[config.mk]
export PLATFORM = sky130hd
export DESIGN_NAME = traffic_light_monitor
export DESIGN_NICKNAME = d
export VERILOG_FILES = /design/src/rtl/traffic_light_monitor.sv
export SDC_FILE = /design/constraint.sdc
export NUM_CORES = 1
export LEC_CHECK = 0
export ABC_CLOCK_PERIOD_IN_PS = 5300
export BUFFER_PORTS_ARGS = -buffer_cell sky130_fd_sc_hd__buf_2
export CORE_UTILIZATION = 28
export DETAILED_ROUTE_END_ITERATION = 10
export PLACE_DENSITY = 0.46
export SKIP_CTS_REPAIR_TIMING = 1
export SYNTH_ARGS = -nofsm -noshare
export SYNTH_HDL_FRONTEND = slang
export SYNTH_SLANG_ARGS = --single-unit
[constraint.sdc]
create_clock -name clk -period 5.3 [get_ports clk]
set_clock_uncertainty 0.05 [all_clocks]
set_input_delay 1.06 -clock clk [delete_from_list [all_inputs] [get_ports clk]]
set_output_delay 1.06 -clock clk [all_outputs]
set_load 0.02 [all_outputs]
[src/rtl/traffic_light_monitor.sv]
// traffic_light_monitor: passive checker of lamp phase order and per-phase dwell bounds
// Ports:
//   clk        rising-edge clock
//   reset      synchronous active-low reset
//   light      observed lamp code (00 RED, 01 GREEN, 10 YELLOW, 11 illegal)
//   chk_en     checking enable; low holds the monitor in IDLE
//   clr_err    clears err_sticky (and err_count when built)
//   err_seq    one-cycle pulse on an illegal transition or the illegal code
//   err_short  one-cycle pulse when a full phase ends before its minimum dwell
//   err_long   one-cycle pulse when a phase first exceeds its maximum dwell
//   err_sticky accumulated error flag
//   phase_cnt  dwell of the current phase in cycles
//   cycle_cnt  completed YELLOW->RED transitions, wrapping
//   err_count  saturating error total, built only with TRAFFIC_MON_ERRCNT_EN
module traffic_light_monitor #(
    parameter int CNT_W      = 8,
    parameter int GREEN_MIN  = 4,
    parameter int GREEN_MAX  = 20,
    parameter int YELLOW_MIN = 2,
    parameter int YELLOW_MAX = 5,
    parameter int RED_MIN    = 4,
    parameter int RED_MAX    = 20
) (
    input  logic             clk,
    input  logic             reset,
    input  logic [1:0]       light,
    input  logic             chk_en,
    input  logic             clr_err,
    output logic             err_seq,
    output logic             err_short,
    output logic             err_long,
    output logic             err_sticky,
    output logic [CNT_W-1:0] phase_cnt,
    output logic [CNT_W-1:0] cycle_cnt,
    output logic [7:0]       err_count
);
    typedef enum logic [1:0] {IDLE, RED, GREEN, YELLOW} state_t;

    localparam logic [CNT_W-1:0] ONE = CNT_W'(1);

    state_t           state_q, state_d, in_st, succ;
    logic             partial_q, partial_d;
    logic             bad_q, bad_d;
    logic [CNT_W-1:0] phase_cnt_q, phase_cnt_d;
    logic [CNT_W-1:0] cycle_cnt_q, cycle_cnt_d;
    logic [CNT_W-1:0] min_v, max_v;
    logic             err_seq_q, err_seq_d;
    logic             err_short_q, err_short_d;
    logic             err_long_q, err_long_d;
    logic             err_sticky_q, err_sticky_d;
    logic             any_err;

    always_comb begin
        in_st = light == 2'b01 ? GREEN : light == 2'b10 ? YELLOW : RED;
        succ  = state_q == RED ? GREEN : state_q == GREEN ? YELLOW : RED;
        min_v = state_q == RED ? CNT_W'(RED_MIN) : state_q == GREEN ? CNT_W'(GREEN_MIN) : CNT_W'(YELLOW_MIN);
        max_v = state_q == RED ? CNT_W'(RED_MAX) : state_q == GREEN ? CNT_W'(GREEN_MAX) : CNT_W'(YELLOW_MAX);
        state_d     = state_q;
        partial_d   = partial_q;
        bad_d       = 1'b0;
        phase_cnt_d = phase_cnt_q;
        cycle_cnt_d = cycle_cnt_q;
        err_seq_d   = 1'b0;
        err_short_d = 1'b0;
        err_long_d  = 1'b0;
        if (!chk_en) begin
            state_d     = IDLE;
            phase_cnt_d = '0;
        end else if (light == 2'b11) begin
            // bad_q marks a run of illegal codes so only its first sample pulses
            err_seq_d   = !bad_q;
            bad_d       = 1'b1;
            state_d     = IDLE;
            phase_cnt_d = '0;
        end else if (state_q == IDLE) begin
            state_d     = in_st;
            partial_d   = 1'b1;
            phase_cnt_d = ONE;
        end else if (in_st == state_q) begin
            phase_cnt_d = &phase_cnt_q ? phase_cnt_q : phase_cnt_q + ONE;
            // the count passes MAX only once per phase, so this pulses once
            err_long_d  = phase_cnt_q == max_v && !(&phase_cnt_q);
        end else if (in_st == succ) begin
            err_short_d = !partial_q && phase_cnt_q < min_v;
            cycle_cnt_d = state_q == YELLOW ? cycle_cnt_q + ONE : cycle_cnt_q;
            state_d     = in_st;
            partial_d   = 1'b0;
            phase_cnt_d = ONE;
        end else begin
            err_seq_d   = 1'b1;
            state_d     = in_st;
            partial_d   = 1'b1;
            phase_cnt_d = ONE;
        end
        any_err      = err_seq_d | err_short_d | err_long_d;
        err_sticky_d = any_err | (err_sticky_q & !clr_err);
    end

    always_ff @(posedge clk) begin
        if (!reset) begin
            state_q      <= IDLE;
            partial_q    <= 1'b0;
            bad_q        <= 1'b0;
            phase_cnt_q  <= '0;
            cycle_cnt_q  <= '0;
            err_seq_q    <= 1'b0;
            err_short_q  <= 1'b0;
            err_long_q   <= 1'b0;
            err_sticky_q <= 1'b0;
        end else begin
            state_q      <= state_d;
            partial_q    <= partial_d;
            bad_q        <= bad_d;
            phase_cnt_q  <= phase_cnt_d;
            cycle_cnt_q  <= cycle_cnt_d;
            err_seq_q    <= err_seq_d;
            err_short_q  <= err_short_d;
            err_long_q   <= err_long_d;
            err_sticky_q <= err_sticky_d;
        end
    end

`ifdef TRAFFIC_MON_ERRCNT_EN
    logic [7:0] err_count_q, err_count_d;

    always_comb begin
        err_count_d = clr_err ? {7'd0, any_err} : (any_err && err_count_q != 8'hFF) ? err_count_q + 8'd1 : err_count_q;
    end

    always_ff @(posedge clk) begin
        if (!reset) begin
            err_count_q <= '0;
        end else begin
            err_count_q <= err_count_d;
        end
    end

    assign err_count = err_count_q;
`else
    assign err_count = '0;
`endif

    assign err_seq    = err_seq_q;
    assign err_short  = err_short_q;
    assign err_long   = err_long_q;
    assign err_sticky = err_sticky_q;
    assign phase_cnt  = phase_cnt_q;
    assign cycle_cnt  = cycle_cnt_q;
endmodule

==> impl_metrics.prom, run 1 <==
# TYPE chip_impl_metric gauge
chip_impl_info{name="status",value="completed"} 1
chip_impl_metric{name="post_synth_xor_area_fraction",unit="%"} 6.313
chip_impl_metric{name="largest_net_degree_at_the_start_of_global_routing",unit=""} 19
chip_impl_metric{name="finalCriticalPeriod",unit="ns"} 2.866
chip_impl_info{name="synthFlopType",value="sky130_fd_sc_hd__dfxtp_1"} 1
chip_impl_metric{name="synthDistinctLibCells",unit=""} 37
chip_impl_metric{name="vdd.ir_drop.worst",unit="mV"} 0.1014
chip_impl_metric{name="syn2layout_area_growth",unit="%"} 16.03
chip_impl_info{name="rsz0062_at_grt",value="no"} 1
chip_impl_metric{name="final_antenna_net_count",unit=""} 0
chip_impl_metric{name="place.gp.congestion",unit=""} 0.7699
chip_impl_metric{name="worst_ep_arrival_time",unit="ns"} 3.01
chip_impl_metric{name="async_flop_share",unit="%"} 0
chip_impl_info{name="worst_setup_path_start_kind",value="input port"} 1
chip_impl_metric{name="cap_viol_max_count",unit=""} 0
chip_impl_metric{name="drt_first_pass_iters",unit=""} 4
chip_impl_metric{name="synth.yosys.warnings",unit=""} 0
chip_impl_metric{name="standard_cell_rows",unit=""} 23
chip_impl_metric{name="ys_seq_area_share",unit="%"} 38.48
chip_impl_metric{name="yosys-mux-area-fraction",unit="%"} 0.8016
chip_impl_metric{name="multi_input_area",unit="um^2"} 680.7
chip_impl_metric{name="placement.io_buffers",unit=""} 25
chip_impl_metric{name="final_nets",unit=""} 183
chip_impl_metric{name="fillCellCount",unit=""} 451
chip_impl_metric{name="timing.hold.ws",unit="ns"} 0.4359
chip_impl_metric{name="synth-adder-area-share",unit="%"} 8.016
chip_impl_metric{name="synth_seq_cells",unit=""} 24
chip_impl_info{name="tritoncts_clock_tree",value="yes"} 1
chip_impl_metric{name="grt_pass1_wl",unit="mm"} 4.629
chip_impl_info{name="mostFrequentLayoutCell",value="sky130_fd_sc_hd__buf_2"} 1
chip_impl_metric{name="post-route-drc-count",unit=""} 0
chip_impl_info{name="cts_root_buffer",value="sky130_fd_sc_hd__clkbuf_8"} 1
chip_impl_metric{name="htreeDepth",unit=""} 1
chip_impl_info{name="reg2reg_from",value="state_q[0]"} 1
chip_impl_metric{name="leakage",unit="nW"} 0.6344
chip_impl_metric{name="clock.fmax",unit="MHz"} 348.9
chip_impl_info{name="dominant_combinational_cell_family_by_area_after_synthesis",value="simple AND/OR/NAND/NOR gates"} 1
chip_impl_info{name="hold_path.class",value="flop to flop"} 1
chip_impl_metric{name="die_x",unit="um"} 68.78
chip_impl_metric{name="worst_ep_required_time",unit="ns"} 5.44
chip_impl_metric{name="antennaDiodeCount",unit=""} 0
chip_impl_metric{name="clock_latency_late_sink",unit="ns"} 0.27
chip_impl_metric{name="die-height",unit="um"} 68.78
chip_impl_metric{name="antenna_violations_before_repair",unit=""} 0
chip_impl_metric{name="synth_enable_flop_cells",unit=""} 0
chip_impl_metric{name="setup.reg_to_reg.worst_slack",unit="ns"} 2.89
chip_impl_info{name="worst_setup_end_kind",value="flop"} 1
chip_impl_metric{name="grt_usage",unit="%"} 13.12
chip_impl_metric{name="synthSimpleGateAreaFrac",unit="%"} 21.34
chip_impl_metric{name="grt_overflow",unit=""} 0
chip_impl_info{name="setup_crit_start",value="light[0]"} 1
chip_impl_metric{name="detailroute.via_count",unit=""} 1075
chip_impl_metric{name="mappedNetlistArea",unit="um^2"} 1249
chip_impl_metric{name="route.final.wire_length",unit="mm"} 2.658
chip_impl_metric{name="tritoncts.num_buffers",unit=""} 3
chip_impl_metric{name="synth_cells",unit=""} 142
chip_impl_metric{name="timing.final.max_slew_violations",unit=""} 0
chip_impl_metric{name="sequential_cell_area",unit="um^2"} 480.5
chip_impl_info{name="setup.worst_path.end",value="cycle_cnt[4]"} 1
chip_impl_metric{name="initial_core_util",unit="%"} 30.13
chip_impl_metric{name="final_layout_size_suffix_gt1_share",unit="%"} 17.26
chip_impl_metric{name="post_synth.cell_area_avg",unit="um^2"} 8.794
chip_impl_metric{name="finalSetupViolCount",unit=""} 0
chip_impl_metric{name="first_iteration_detailed_routing_drc_count",unit=""} 72
chip_impl_metric{name="num_io_pins",unit=""} 34
chip_impl_metric{name="detailedPlacementHpwl",unit="mm"} 2.011
chip_impl_metric{name="layout_worst_path_cycle_share",unit="%"} 54.08
chip_impl_metric{name="power.density",unit="nW/um^2"} 238.8
chip_impl_metric{name="floorplan.die_area",unit="um^2"} 4731
chip_impl_metric{name="synth_compound_area_share",unit="%"} 15.63
chip_impl_info{name="critical_path_start_end_classification",value="input port to flop"} 1
chip_impl_info{name="regToRegEndpoint",value="cycle_cnt[4]"} 1
chip_impl_metric{name="clk_pin_slew_worst_paths",unit="ns"} 0.08
chip_impl_metric{name="hold_violations",unit=""} 0
chip_impl_metric{name="clock_sinks",unit=""} 24
chip_impl_metric{name="ctsLongestPathBuffers",unit=""} 2
chip_impl_metric{name="avgViaCountPerCell",unit=""} 4.931
chip_impl_metric{name="first_global_vias",unit=""} 1070
chip_impl_info{name="final_cell_mix",value="sky130_fd_sc_hd__buf_2 (25), sky130_fd_sc_hd__dfxtp_1 (24), sky130_fd_sc_hd__inv_1 (12), sky130_fd_sc_hd__nor2_1 (11), sky130_fd_sc_hd__a21oi_1 (11)"} 1
chip_impl_metric{name="wl_per_cell",unit="um"} 12.19
chip_impl_metric{name="timing.reg2reg.worst_path_depth",unit=""} 6
chip_impl_metric{name="core",unit="um^2"} 4144
chip_impl_metric{name="final.setup.tns",unit="ns"} 0
chip_impl_metric{name="path_max_fanout",unit=""} 18
==> cell usage after synthesis, types with 2 or more instances <==
cell	number	area (um^2)
sky130_fd_sc_hd__and3_1	2	12.51
sky130_fd_sc_hd__or4_1	5	37.54
sky130_fd_sc_hd__inv_1	12	45.04
sky130_fd_sc_hd__nand3_1	6	30.03
sky130_fd_sc_hd__or3_1	4	25.02
sky130_fd_sc_hd__o31ai_1	4	30.03
sky130_fd_sc_hd__o2111ai_1	2	17.52
sky130_fd_sc_hd__nor3_1	2	10.01
sky130_fd_sc_hd__nor2b_1	2	12.51
sky130_fd_sc_hd__nand4_1	4	25.02
sky130_fd_sc_hd__a211oi_1	2	15.01
sky130_fd_sc_hd__a21oi_1	11	55.05
sky130_fd_sc_hd__buf_4	8	60.06
sky130_fd_sc_hd__dfxtp_1	24	480.5
sky130_fd_sc_hd__xnor2_1	2	17.52
sky130_fd_sc_hd__nand2_1	4	15.01
sky130_fd_sc_hd__o21ai_1	5	25.02
sky130_fd_sc_hd__xor2_1	7	61.31
sky130_fd_sc_hd__nor2_1	11	41.29
sky130_fd_sc_hd__ha_1	8	100.1
==> critical path: stages <==
cell                       delay [ns]
sky130_fd_sc_hd__buf_2           0.11
sky130_fd_sc_hd__ha_1            0.34
sky130_fd_sc_hd__xor2_1          0.18
sky130_fd_sc_hd__a2111o_1        0.59
sky130_fd_sc_hd__or4_1           0.57
sky130_fd_sc_hd__a21oi_1         0.15
==> routing by layer <==
| layer | vias to the layer above | track usage, % | wire, um |
|---|---|---|---|
| li1 | 549 | - | - |
| met1 | 505 | 17.18 | 1299 |
| met2 | 19 | 20.47 | 1229 |
| met3 | 2 | 2.632 | 108 |
| met4 | 0 | 6.378 | 21 |
| met5 | - | 0 | 0 |
==> registers in the layout, indices dropped and copies added (netlist names) <==
signal	flops
partial_q	1
err_short	1
cycle_cnt	8
bad_q	1
state_q	2
phase_cnt	8
err_sticky	1
err_seq	1
err_long	1
==> metrics by stage <==
| stage | area (um^2) | setup WS, ns | power, mW | cells | utilization, % |
|---|---|---|---|---|---|
| finish | 1449 | 2.434 | 0.3460 | 218 | 34.96 |
| global route | 1449 | 2.335 | 0.3639 | 218 | 34.96 |
| CTS | 1449 | 2.445 | 0.3522 | 218 | 34.96 |
| global placement | 1394 | 2.235 | 0.2246 | 214 | 33.64 |
| floorplan | 1275 | 2.554 | 0.2210 | 149 | - |
| detailed placement | 1394 | 2.174 | 0.2259 | 214 | 33.64 |
==> cells by family (layout without fill, tap and decap cells) <==
family | count (synthesis) | count (layout)
simple gates | 47 | 47
compound gates | 30 | 30
flops | 24 | 24
buf+inv | 22 | 41
xor+xnor | 9 | 9
fa+ha+maj | 8 | 8
other cells | 1 | 8
mux | 1 | 1
==> how the worst min path moves through the flow <==
stage	end	depth (start not counted)	from	slack (ns)
floorplan	err_seq	2	bad_q	0.45
detailed placement	cycle_cnt[7]	2	cycle_cnt[7]	0.42
global placement	cycle_cnt[7]	2	cycle_cnt[7]	0.42
global route	cycle_cnt[7]	2	cycle_cnt[7]	0.46
CTS	cycle_cnt[7]	2	cycle_cnt[7]	0.44
finish	cycle_cnt[7]	2	cycle_cnt[7]	0.44
==> power breakdown <==
group	switching (mW)	internal (mW)
Sequential	0.00242	0.183
Combinational	0.0238	0.0119
Clock	0.0582	0.0663
==> area by class of cell <==
cell class	count	share of cell area [%]
multi-input cells	103	46.98
flip-flops and latches	24	33.16
repair buffers	25	8.636
well taps	50	4.318
clock buffers	4	3.800
inverters	12	3.109
Power figures use the tool's default switching activity.
==> inputs of run 2 (changes only) <==
--- a/config.mk
+++ b/config.mk
@@ -5,11 +5,12 @@
 export SDC_FILE = /design/constraint.sdc
 export NUM_CORES = 1
 export LEC_CHECK = 0
-export ABC_CLOCK_PERIOD_IN_PS = 5300
+export ABC_AREA = 1
+export ABC_CLOCK_PERIOD_IN_PS = 2400
 export BUFFER_PORTS_ARGS = -buffer_cell sky130_fd_sc_hd__buf_2
 export CORE_UTILIZATION = 28
 export DETAILED_ROUTE_END_ITERATION = 10
-export PLACE_DENSITY = 0.46
+export PLACE_DENSITY = 0.47
 export SKIP_CTS_REPAIR_TIMING = 1
 export SYNTH_ARGS = -nofsm -noshare
 export SYNTH_HDL_FRONTEND = slang
==> constraint.sdc (replaced) <==
create_clock -name clk -period 2.4 [get_ports clk]
set_clock_uncertainty 0.05 [all_clocks]
set_input_delay 0.48 -clock clk [delete_from_list [all_inputs] [get_ports clk]]
set_output_delay 0.48 -clock clk [all_outputs]
set_load 0.02 [all_outputs]
==> run 2 against run 1 <==
Net effect: clock-buffer cell count down 1; cell count up 46%; area after synthesis up 20%; sequential power up 120%; clock power rose to 2.9 times the previous value; critical path depth up 4; hold slack worse by 0.0017 ns; core utilization down 0.91 points; design area up 21%; critical path type is now flop to flop; largest power group unchanged.
==> impl_metrics.prom, run 2 <==
# TYPE chip_impl_metric gauge
chip_impl_metric{name="die-height",unit="um"} 75.20
chip_impl_info{name="cts_root_buffer",value="sky130_fd_sc_hd__clkbuf_8"} 1
chip_impl_metric{name="grt_usage",unit="%"} 12.17
chip_impl_metric{name="grt_pass1_wl",unit="mm"} 5.175
chip_impl_metric{name="wl_per_cell",unit="um"} 10.11
chip_impl_info{name="final_cell_mix",value="sky130_fd_sc_hd__nand2_1 (48), sky130_fd_sc_hd__inv_1 (33), sky130_fd_sc_hd__buf_2 (25), sky130_fd_sc_hd__nor2_1 (24), sky130_fd_sc_hd__dfxtp_1 (24)"} 1
chip_impl_metric{name="core",unit="um^2"} 5140
chip_impl_info{name="status",value="completed"} 1
chip_impl_metric{name="clock_sinks",unit=""} 24
chip_impl_metric{name="finalSetupViolCount",unit=""} 0
chip_impl_metric{name="leakage",unit="nW"} 0.8857
chip_impl_metric{name="clock_latency_late_sink",unit="ns"} 0.27
chip_impl_metric{name="detailroute.via_count",unit=""} 1351
chip_impl_metric{name="setup.reg_to_reg.worst_slack",unit="ns"} 0.58
chip_impl_info{name="synthFlopType",value="sky130_fd_sc_hd__dfxtp_1"} 1
chip_impl_metric{name="place.gp.congestion",unit=""} 0.8443
chip_impl_metric{name="detailedPlacementHpwl",unit="mm"} 2.479
chip_impl_metric{name="async_flop_share",unit="%"} 0
chip_impl_metric{name="die_x",unit="um"} 75.20
chip_impl_metric{name="clk_pin_slew_worst_paths",unit="ns"} 0.09
chip_impl_metric{name="synth_seq_cells",unit=""} 24
chip_impl_metric{name="crit_path_max_incr_delay",unit="ns"} 0.38
chip_impl_metric{name="timing.reg2reg.worst_path_depth",unit=""} 10
chip_impl_metric{name="final_nets",unit=""} 264
chip_impl_info{name="synthTopCellsByArea",value="sky130_fd_sc_hd__dfxtp_1 (32%), sky130_fd_sc_hd__nand2_1 (12%), sky130_fd_sc_hd__inv_1 (8.3%), sky130_fd_sc_hd__ha_1 (6.7%), sky130_fd_sc_hd__nor2_1 (6.0%)"} 1
chip_impl_metric{name="clock.fmax",unit="MHz"} 549.1
chip_impl_metric{name="floorplan.die_area",unit="um^2"} 5654
chip_impl_metric{name="first_global_vias",unit=""} 1107
chip_impl_info{name="synthDominantAreaCellType",value="sky130_fd_sc_hd__dfxtp_1"} 1
chip_impl_metric{name="timing.final.max_slew_violations",unit=""} 0
chip_impl_info{name="reg2reg_from",value="state_q[1]"} 1
chip_impl_metric{name="synth_enable_flop_cells",unit=""} 0
chip_impl_metric{name="layout.core_utilization",unit="%"} 34.06
chip_impl_metric{name="final_layout_size_suffix_gt1_share",unit="%"} 18.88
chip_impl_info{name="mostFrequentLayoutCell",value="sky130_fd_sc_hd__nand2_1"} 1
chip_impl_info{name="hold_path.class",value="input port to flop"} 1
chip_impl_info{name="worst_hold_startpoint",value="chk_en"} 1
chip_impl_metric{name="path_max_fanout",unit=""} 5
chip_impl_metric{name="largest_net_degree_at_the_start_of_global_routing",unit=""} 15
chip_impl_metric{name="standard_cell_rows",unit=""} 26
chip_impl_metric{name="avgViaCountPerCell",unit=""} 4.235
chip_impl_info{name="worstHoldEndpoint",value="bad_q"} 1
chip_impl_metric{name="synth.yosys.warnings",unit=""} 0
chip_impl_metric{name="final_antenna_net_count",unit=""} 0
chip_impl_metric{name="initial_core_util",unit="%"} 29.19
chip_impl_metric{name="antenna_violations_before_repair",unit=""} 0
chip_impl_metric{name="placement.io_buffers",unit=""} 25
chip_impl_metric{name="worst_ep_arrival_time",unit="ns"} 1.99
chip_impl_info{name="worst_setup_end_kind",value="flop"} 1
chip_impl_metric{name="grt_overflow",unit=""} 0
chip_impl_metric{name="hold_violations",unit=""} 0
chip_impl_info{name="synth.most_common_cell",value="sky130_fd_sc_hd__nand2_1"} 1
chip_impl_metric{name="hold_crit_depth",unit=""} 3
chip_impl_metric{name="ys_seq_area_share",unit="%"} 32.03
chip_impl_metric{name="fin_total_pwr",unit="mW"} 0.8727
chip_impl_metric{name="cap_viol_max_count",unit=""} 0
chip_impl_info{name="cell_types_with_the_highest_counts_after_synthesis",value="sky130_fd_sc_hd__nand2_1 (48), sky130_fd_sc_hd__inv_1 (33), sky130_fd_sc_hd__dfxtp_1 (24), sky130_fd_sc_hd__nor2_1 (24), sky130_fd_sc_hd__nand3_1 (15)"} 1
chip_impl_info{name="tritoncts_clock_tree",value="yes"} 1
chip_impl_metric{name="route.final.wire_length",unit="mm"} 3.224
chip_impl_info{name="cells_traversed_along_the_worst_timing_path",value="inv_1, ha_1, inv_2, ha_1, o21a_1, nor2_1, nand2_1, nor2_2, nor2_1, nand2_1"} 1
chip_impl_metric{name="power.density",unit="nW/um^2"} 498.6
chip_impl_metric{name="mappedNetlistArea",unit="um^2"} 1500
chip_impl_metric{name="post-route-drc-count",unit=""} 0
chip_impl_info{name="regToRegEndpoint",value="err_sticky"} 1
chip_impl_metric{name="antennaDiodeCount",unit=""} 0
chip_impl_metric{name="final.setup.tns",unit="ns"} 0
chip_impl_metric{name="finalCriticalPeriod",unit="ns"} 1.821
chip_impl_metric{name="synth_top_area_share",unit="%"} 32.03
chip_impl_metric{name="num_io_pins",unit=""} 34
chip_impl_metric{name="vdd.ir_drop.worst",unit="mV"} 0.2654
chip_impl_info{name="path_delay_family",value="adder cells"} 1
chip_impl_metric{name="worst_ep_required_time",unit="ns"} 2.57
chip_impl_metric{name="post_synth.cell_area_avg",unit="um^2"} 6.788
chip_impl_info{name="critical_path_start_end_classification",value="flop to flop"} 1
chip_impl_metric{name="tritoncts.num_buffers",unit=""} 3
chip_impl_metric{name="htreeDepth",unit=""} 1
chip_impl_info{name="worst_setup_path_start_kind",value="flop"} 1
chip_impl_metric{name="ctsLongestPathBuffers",unit=""} 2
chip_impl_metric{name="drt_first_pass_iters",unit=""} 4
chip_impl_metric{name="path_buf_inv",unit=""} 2
chip_impl_metric{name="synthDistinctLibCells",unit=""} 26
chip_impl_metric{name="layout_worst_path_cycle_share",unit="%"} 75.88
chip_impl_info{name="rsz0062_at_grt",value="no"} 1
chip_impl_metric{name="first_iteration_detailed_routing_drc_count",unit=""} 53
chip_impl_info{name="critical-path-slowest-cell",value="sky130_fd_sc_hd__dfxtp_1"} 1
chip_impl_metric{name="synth_cells",unit=""} 221
chip_impl_metric{name="syn2layout_area_growth",unit="%"} 16.68
run 2: per-layer routing:
metal | share of wire, % | GRT usage, % | vias to the layer above
met3 | 4.9 | 2.811 | 2
met2 | 42 | 18.32 | 30
li1 | - | - | 741
met1 | 52 | 17.27 | 578
met4 | 0.68 | 3.704 | 0
met5 | 0 | 0 | -
run 2: worst min-delay path, delay by kind of cell:
kind	cells	cell delay, ns
buffers and inverters	2	0.17
AND/OR/NAND/NOR	1	0.06
run 2: layout make-up:
class | count | area [um^2]
clock buffer | 3 | 41.29
clock inverter | 1 | 30.03
fill | 581 | 3390
inverter | 37 | 138.9
multi-input combinational | 159 | 847.1
sequential | 24 | 480.5
tap | 70 | 87.58
timing repair buffer | 25 | 125.1
run 2: how the worst max path moves through the flow:
stage	start	endpoint	slack (ns)	depth (start not counted)
after floorplan	light[1]	err_sticky	0.78	12
after global placement	state_q[1]	err_sticky	0.52	10
after detailed placement	light[1]	phase_cnt[4]	0.48	10
after CTS	state_q[1]	err_sticky	0.56	10
after global routing	state_q[0]	err_sticky	0.33	10
final	state_q[1]	err_sticky	0.58	10
run 2: metrics by stage:
step	instance area, um^2	setup slack [ns]	std cells	hold WS [ns]
global route	1750	0.3286	319	0.4434
CTS	1750	0.5560	319	0.4281
floorplan	1526	0.7836	228	0.3996
global placement	1679	0.5185	315	0.4141
finish	1750	0.5788	319	0.4342
detailed placement	1679	0.4821	315	0.4181
run 2: cell families after synthesis:
logic type      after synthesis  synth area share, %
flops                        24                32.03
simple gates                112                36.28
fa+ha+maj                     8                6.672
compound gates               28                9.759
other cells                   1               0.2500
xor+xnor                      3                1.752
buf+inv                      45                13.26
run 2: where the power goes:
group	internal, mW	switching (mW)
Combinational	0.0299	0.0722
Sequential	0.405	0.00491
Clock	0.223	0.138
Total	0.658	0.215
